File: src/rtl/nbit_accumulator_pkg.sv
// Shared definitions for the multi-operand accumulator stage:
// state encoding, default widths and the signed-overflow helper.
package nbit_accumulator_pkg;

  localparam int DEF_N     = 32;
  localparam int DEF_CNT_W = 8;

  typedef enum logic [1:0] {
    ST_IDLE  = 2'd0,
    ST_ACCUM = 2'd1,
    ST_DONE  = 2'd2
  } state_e;

  // Two's-complement overflow: both addends share a sign and the sum's sign differs.
  function automatic logic add_ovf(input logic a_msb, input logic b_msb, input logic s_msb);
    return (a_msb == b_msb) && (s_msb != a_msb);
  endfunction

endpackage

File: src/rtl/nbit_accumulator_if.sv
// Job, operand and result handshake bundle of the accumulator stage.
// slave = the accumulator itself, master = the producer/consumer side.
interface nbit_accumulator_if #(
  parameter int N     = 32,
  parameter int CNT_W = 8
) ();

  logic             start;
  logic [CNT_W-1:0] len;
  logic             in_valid;
  logic             in_ready;
  logic [N-1:0]     in_data;
  logic             out_valid;
  logic             out_ready;
  logic [N-1:0]     out_sum;
  logic             out_cout;
  logic             out_ovf;
  logic [CNT_W-1:0] out_count;

  modport slave (
    input  start, len, in_valid, in_data, out_ready,
    output in_ready, out_valid, out_sum, out_cout, out_ovf, out_count
  );

  modport master (
    output start, len, in_valid, in_data, out_ready,
    input  in_ready, out_valid, out_sum, out_cout, out_ovf, out_count
  );

endinterface

File: src/rtl/nbit_accumulator_rca_core.sv
// Parameterised combinational ripple-carry adder: one full adder per bit,
// carry rippling from bit 0 upward.
module rca_core #(
  parameter int N = 32
) (
  input  logic [N-1:0] A,
  input  logic [N-1:0] B,
  input  logic         Cin,
  output logic [N-1:0] S,
  output logic         Cout
);

  logic carry_s;

  // Full-adder chain; the carry is a blocking temporary so no feedback net forms.
  always_comb begin
    carry_s = Cin;
    S       = {N{1'b0}};
    for (int i = 0; i < N; i++) begin
      S[i]    = A[i] ^ B[i] ^ carry_s;
      carry_s = (A[i] & B[i]) | (carry_s & (A[i] ^ B[i]));
    end
    Cout = carry_s;
  end

endmodule

File: src/rtl/nbit_accumulator.sv
// Multi-operand summing stage: the running sum is fed back into the ripple
// core's A input, one operand per accepted beat, and the final sum with
// sticky carry/overflow flags is presented on the result handshake.
module nbit_accumulator
  import nbit_accumulator_pkg::*;
#(
  parameter int N     = DEF_N,
  parameter int CNT_W = DEF_CNT_W
) (
  input logic               clk,
  input logic               rst_n,
  nbit_accumulator_if.slave bus
);

  state_e           state_r, state_s;
  logic [N-1:0]     acc_r;
  logic [N-1:0]     sum_s;
  logic [CNT_W-1:0] cnt_r, len_r, cnt_inc_s;
  logic             cout_r, ovf_r, core_cout_s;
  logic             beat_s, last_beat_s;
  logic             in_ready_r, out_valid_r;

  rca_core #(.N(N)) u_core (
    .A   (acc_r),
    .B   (bus.in_data),
    .Cin (1'b0),
    .S   (sum_s),
    .Cout(core_cout_s)
  );

  assign cnt_inc_s   = cnt_r + CNT_W'(1);
  assign beat_s      = (state_r == ST_ACCUM) && bus.in_valid;
  assign last_beat_s = beat_s && (cnt_inc_s == len_r);

  // Next-state decode; start and len only matter in IDLE.
  always_comb begin
    state_s = state_r;
    case (state_r)
      ST_IDLE: begin
        if (bus.start) begin
          if (bus.len == {CNT_W{1'b0}}) begin
            state_s = ST_DONE;
          end else begin
            state_s = ST_ACCUM;
          end
        end else begin
          state_s = ST_IDLE;
        end
      end
      ST_ACCUM: begin
        if (last_beat_s) begin
          state_s = ST_DONE;
        end else begin
          state_s = ST_ACCUM;
        end
      end
      ST_DONE: begin
        if (bus.out_ready) begin
          state_s = ST_IDLE;
        end else begin
          state_s = ST_DONE;
        end
      end
      default: state_s = ST_IDLE;
    endcase
  end

  // State register plus handshake flags registered from the next state,
  // so in_ready/out_valid depend on state only and are glitch-free.
  always_ff @(posedge clk or negedge rst_n) begin
    if (!rst_n) begin
      state_r     <= ST_IDLE;
      in_ready_r  <= 1'b0;
      out_valid_r <= 1'b0;
    end else begin
      state_r     <= state_s;
      in_ready_r  <= (state_s == ST_ACCUM);
      out_valid_r <= (state_s == ST_DONE);
    end
  end

  // Accumulator, operand counter, sticky flags and latched job length.
  always_ff @(posedge clk or negedge rst_n) begin
    if (!rst_n) begin
      acc_r  <= {N{1'b0}};
      cnt_r  <= {CNT_W{1'b0}};
      len_r  <= {CNT_W{1'b0}};
      cout_r <= 1'b0;
      ovf_r  <= 1'b0;
    end else if ((state_r == ST_IDLE) && bus.start) begin
      acc_r  <= {N{1'b0}};
      cnt_r  <= {CNT_W{1'b0}};
      len_r  <= bus.len;
      cout_r <= 1'b0;
      ovf_r  <= 1'b0;
    end else if (beat_s) begin
      acc_r  <= sum_s;
      cnt_r  <= cnt_inc_s;
      cout_r <= cout_r | core_cout_s;
      ovf_r  <= ovf_r | add_ovf(acc_r[N-1], bus.in_data[N-1], sum_s[N-1]);
    end else begin
      acc_r  <= acc_r;
      cnt_r  <= cnt_r;
      len_r  <= len_r;
      cout_r <= cout_r;
      ovf_r  <= ovf_r;
    end
  end

  assign bus.in_ready  = in_ready_r;
  assign bus.out_valid = out_valid_r;
  assign bus.out_sum   = acc_r;
  assign bus.out_cout  = cout_r;
  assign bus.out_ovf   = ovf_r;
  assign bus.out_count = cnt_r;

endmodule

File: src/flat_wrapper.sv
// flat-port wrapper written by rule: the top's interface ports become plain ports
module nbit_accumulator_flat import nbit_accumulator_pkg::*;
#(
  parameter int N     = DEF_N,
  parameter int CNT_W = DEF_CNT_W
)
  (clk, rst_n, bus_start, bus_len, bus_in_valid, bus_in_data, bus_out_ready, bus_in_ready, bus_out_valid, bus_out_sum, bus_out_cout, bus_out_ovf, bus_out_count);
  nbit_accumulator_if #(.N(N), .CNT_W(CNT_W)) bus_i ();
  input logic clk;
  input logic rst_n;
  input wire logic [$bits(bus_i.start)-1:0] bus_start;
  input wire logic [$bits(bus_i.len)-1:0] bus_len;
  input wire logic [$bits(bus_i.in_valid)-1:0] bus_in_valid;
  input wire logic [$bits(bus_i.in_data)-1:0] bus_in_data;
  input wire logic [$bits(bus_i.out_ready)-1:0] bus_out_ready;
  output wire logic [$bits(bus_i.in_ready)-1:0] bus_in_ready;
  output wire logic [$bits(bus_i.out_valid)-1:0] bus_out_valid;
  output wire logic [$bits(bus_i.out_sum)-1:0] bus_out_sum;
  output wire logic [$bits(bus_i.out_cout)-1:0] bus_out_cout;
  output wire logic [$bits(bus_i.out_ovf)-1:0] bus_out_ovf;
  output wire logic [$bits(bus_i.out_count)-1:0] bus_out_count;
  assign bus_i.start = bus_start;
  assign bus_i.len = bus_len;
  assign bus_i.in_valid = bus_in_valid;
  assign bus_i.in_data = bus_in_data;
  assign bus_i.out_ready = bus_out_ready;
  assign bus_in_ready = bus_i.in_ready;
  assign bus_out_valid = bus_i.out_valid;
  assign bus_out_sum = bus_i.out_sum;
  assign bus_out_cout = bus_i.out_cout;
  assign bus_out_ovf = bus_i.out_ovf;
  assign bus_out_count = bus_i.out_count;
  nbit_accumulator #(.N(N), .CNT_W(CNT_W)) u_core (.clk(clk), .rst_n(rst_n), .bus(bus_i));
endmodule
File: config.mk
export PLATFORM = sky130hd
export DESIGN_NAME = nbit_accumulator_flat
export DESIGN_NICKNAME = d
export VERILOG_FILES = /design/src/rtl/nbit_accumulator_pkg.sv /design/src/rtl/nbit_accumulator_if.sv /design/src/rtl/nbit_accumulator_rca_core.sv /design/src/rtl/nbit_accumulator.sv /design/src/flat_wrapper.sv
export SDC_FILE = /design/constraint.sdc
export NUM_CORES = 1
export LEC_CHECK = 0
export CAP_MARGIN = 20
export CORE_ASPECT_RATIO = 0.8
export CORE_MARGIN = 2
export CORE_UTILIZATION = 36
export CTS_CLUSTER_SIZE = 12
export DETAILED_ROUTE_END_ITERATION = 10
export MAX_ROUTING_LAYER = met4
export REMOVE_ABC_BUFFERS = 1
export SLEW_MARGIN = 30
export SYNTH_ARGS = -nofsm -noshare
export SYNTH_HDL_FRONTEND = slang
export SYNTH_SLANG_ARGS = --single-unit
File: constraint.sdc
create_clock -name clk -period 25.9 [get_ports clk]
set_clock_uncertainty 0.15 [all_clocks]
set_input_delay 5.18 -clock clk [delete_from_list [all_inputs] [get_ports clk]]
set_output_delay 5.18 -clock clk [all_outputs]
set_load 0.02 [all_outputs]
==> metrics <==
detailed-route wire length per cell around 14 um; TritonCTS Sinks between 50 and 60; Fillers approximately 820; max_slew headroom 0.5432; DP Worst Slack roughly 7500 ps; data arrival time of the critical path around 18000 ps; CTS Buffer Depth 2; worst path buffer plus inverter count 4; DRC errors left 0; Worst setup SP type input pin; ys async rst share 1.000; IO Count 89; post-synthesis cell count 318; insertion delay to the later sink of the worst-skew pair roughly 310 ps; maximum vdd drop 45.13 uV; Die Wd ~110 um; worst flop-to-flop path startpoint u_core.bus.out_sum[0]; final setup vio count 0; Worst EP required 25950 ps; CTS buffer count 5; Hold Fails Final Rpt 0; CTS H-tree depth 2; first-pass GRT wire length approximately 12000 um; top-count cell post-synth inv_1; CP dominant cell by count fa_1; Synth Area in Adders 0.2039; max incr delay on CP between 500 and 600 ps; GR Util All Layers 0.1631; GPL Wtd Cong about 0.76; path depth of the worst reg2reg path 39; vias per cell approximately 4.7; Antenna Cells 0; Initial Utilization 0.3755; minimum clock period 17980 ps; Reg2Reg Setup Slack ~13000 ps; final period utilization 0.6941; Routed Antenna Nets 0; mux cell area share after synthesis 0.03450; Detail Placement HPWL ~5300 um; number of synthesized flops with an enable pin 0; RSZ-0062 raised after global routing no; Detailed Routing Iterations Pass 1 5; layout cells sized above 1 0.06650; Synth Area in Compound Gates 0.1112; # resized after CTS 0; WS Path Type in2reg; total grt overflow 0; vias in the first global route roughly 2400; largest net degree at the start of global routing between 50 and 60; Hold Path Origin u_core.bus.out_cout; hold buffer count at cts 0; CTS tree done; Synth area leaders dfrtp_1 (42%), fa_1 (19%), inv_1 (7.4%); Post-Route WL between 7000 and 8000 um; leading cell types by count after synthesis inv_1 (64), dfrtp_1 (54), o21ai_0 (40), nand2_1 (37), fa_1 (31); Synth top area share 0.4186; syn_area_per_cell between 10 and 15 sq um; MaxCap Viol Count 0; power density over the cells ~110 nW/um^2; post-synthesis simple-gate area fraction 0.1112; hold crit path type reg2reg; Max stage delay cell, worst path fa_1; Post-Synthesis Cell Area about 3200 sq um; main combinational cell family by area after synthesis adder cells; synthesis-to-finish area growth 33.37%; Worst R2R End u_core.bus.out_ovf; fmax ~56 MHz; leakage power about 1.9 nW; # rows 30; Seq/Total Area, Yosys 0.4186; # nets final roughly 480; Seq cells post-synth 54; Port Buffers around 90; postcts setup bufs 0; Min-Delay Path Depth 2; Yosys cell types 40; Worst-Margin Slew roughly 700 ps; Setup Total Neg Slack 0 ps; 1st-iter DRT viols 78; Crit path max-delay family adder cells; Min-Delay Endpoint u_core.bus.out_cout; Synth Area in XOR/XNOR 0.02713; Synth warnings 0; initial antenna violation count 0; Yosys top cell by area dfrtp_1; Crit. End Element flip-flop; Synth Flop Type dfrtp_1; clock root buffer clkbuf_8; max-slew violations 0; die area 9745 sq um; Final WS setup 7924 ps; CP Max Fanout 2; Core Region between 8000 and 9000 sq um; vias roughly 2400; CTS clk-pin slew, worst paths approximately 100 ps; outcome completed; Die Ht 88.70 um
-- final cells by class --
cell class | count | area [sq um] | area share
Sequential cell | 54 | 1351 | 0.3139
Tap cell | 112 | 140.1 | 0.03255
Timing Repair Buffer | 92 | 905.9 | 0.2104
Inverter | 64 | 240.2 | 0.05580
Clock inverter | 3 | 21.27 | 0.004940
Clock buffer | 5 | 68.82 | 0.01598
Multi-Input combinational cell | 188 | 1578 | 0.3665
-- kinds of logic (layout without fill, tap and decap cells) --
kind of cell,Yosys count,in the layout
and+or+nand+nor,72,72
adders and majority gates,34,34
muxes,10,10
buffers and inverters,76,164
xor gates and xnor gates,10,10
DFF,54,54
AOI/OAI and AO/OA,62,62
-- worst min-delay path, delay by kind of cell (launching register included) --
kind             cells  cell delay [ps]
DFF                  1              360
and+or+nand+nor      2              120
-- cells in the final DEF (no fill, tap or decap), drive strengths merged, types with 3 or more instances in the layout --
cell	synthesis	final
o21ai	40	40
clkbuf	8	5
inv	64	64
nand3	4	4
nand4	3	3
dfrtp	54	54
nand2b	3	3
fa	31	31
buf	4	5
xnor2	5	5
ha	3	3
nor2	11	11
a21oi	9	9
or4	3	3
clkdlybuf4s50	0	87
xor2	5	5
nand2	37	37
mux2	9	9
-- registers in the layout, indices dropped and copies added, names as in the netlist --
register / count
u_core.bus.out_cout: 1
u_core.bus.out_valid: 1
u_core.len_r: 8
u_core.bus.in_ready: 1
u_core.bus.out_sum: 32
u_core.bus.out_ovf: 1
u_core.state_r: 2
u_core.bus.out_count: 8
-- through the flow --
step / hold WS [ps] / cell area (sq um) / total power, mW / instances / utilization
finish: 365.8 / 4305 / 0.4545 / 518 / 0.5009
global route: 391.2 / 4305 / 0.5004 / 518 / 0.5009
CTS: 376.1 / 4305 / 0.4615 / 518 / 0.5009
detailed placement: 345.2 / 4215 / 0.4096 / 510 / 0.4904
global placement: 341.3 / 4215 / 0.4056 / 510 / 0.4904
floorplan: 345.5 / 3167 / 0.3031 / 306 / -
-- layer usage --
| layer | GRT usage | wire, um |
|---|---|---|
| met2 | 0.2376 | 3161 |
| met3 | 0.02872 | 356 |
| met1 | 0.2429 | 3617 |
| met4 | 0.02417 | 23 |
| met5 | - | 0 |
-- worst max-delay path by stage --
stage | from | endpoint | depth (start not counted)
final | bus_in_data[0] | u_core.bus.out_ovf | 40
after global routing | bus_in_data[0] | u_core.bus.out_ovf | 40
after CTS | bus_in_data[0] | u_core.bus.out_ovf | 40
after detailed placement | bus_in_data[0] | u_core.bus.out_ovf | 40
after global placement | bus_in_data[0] | u_core.bus.out_ovf | 40
after floorplan | bus_in_data[0] | u_core.bus.out_ovf | 39
-- report_power, final --
group / total [mW] / switching [mW] / internal, mW
Clock: 0.0481 / 0.0290 / 0.0191
Sequential: 0.159 / 0.0383 / 0.121
Combinational: 0.247 / 0.128 / 0.119
(Power assumes the default switching activity.)
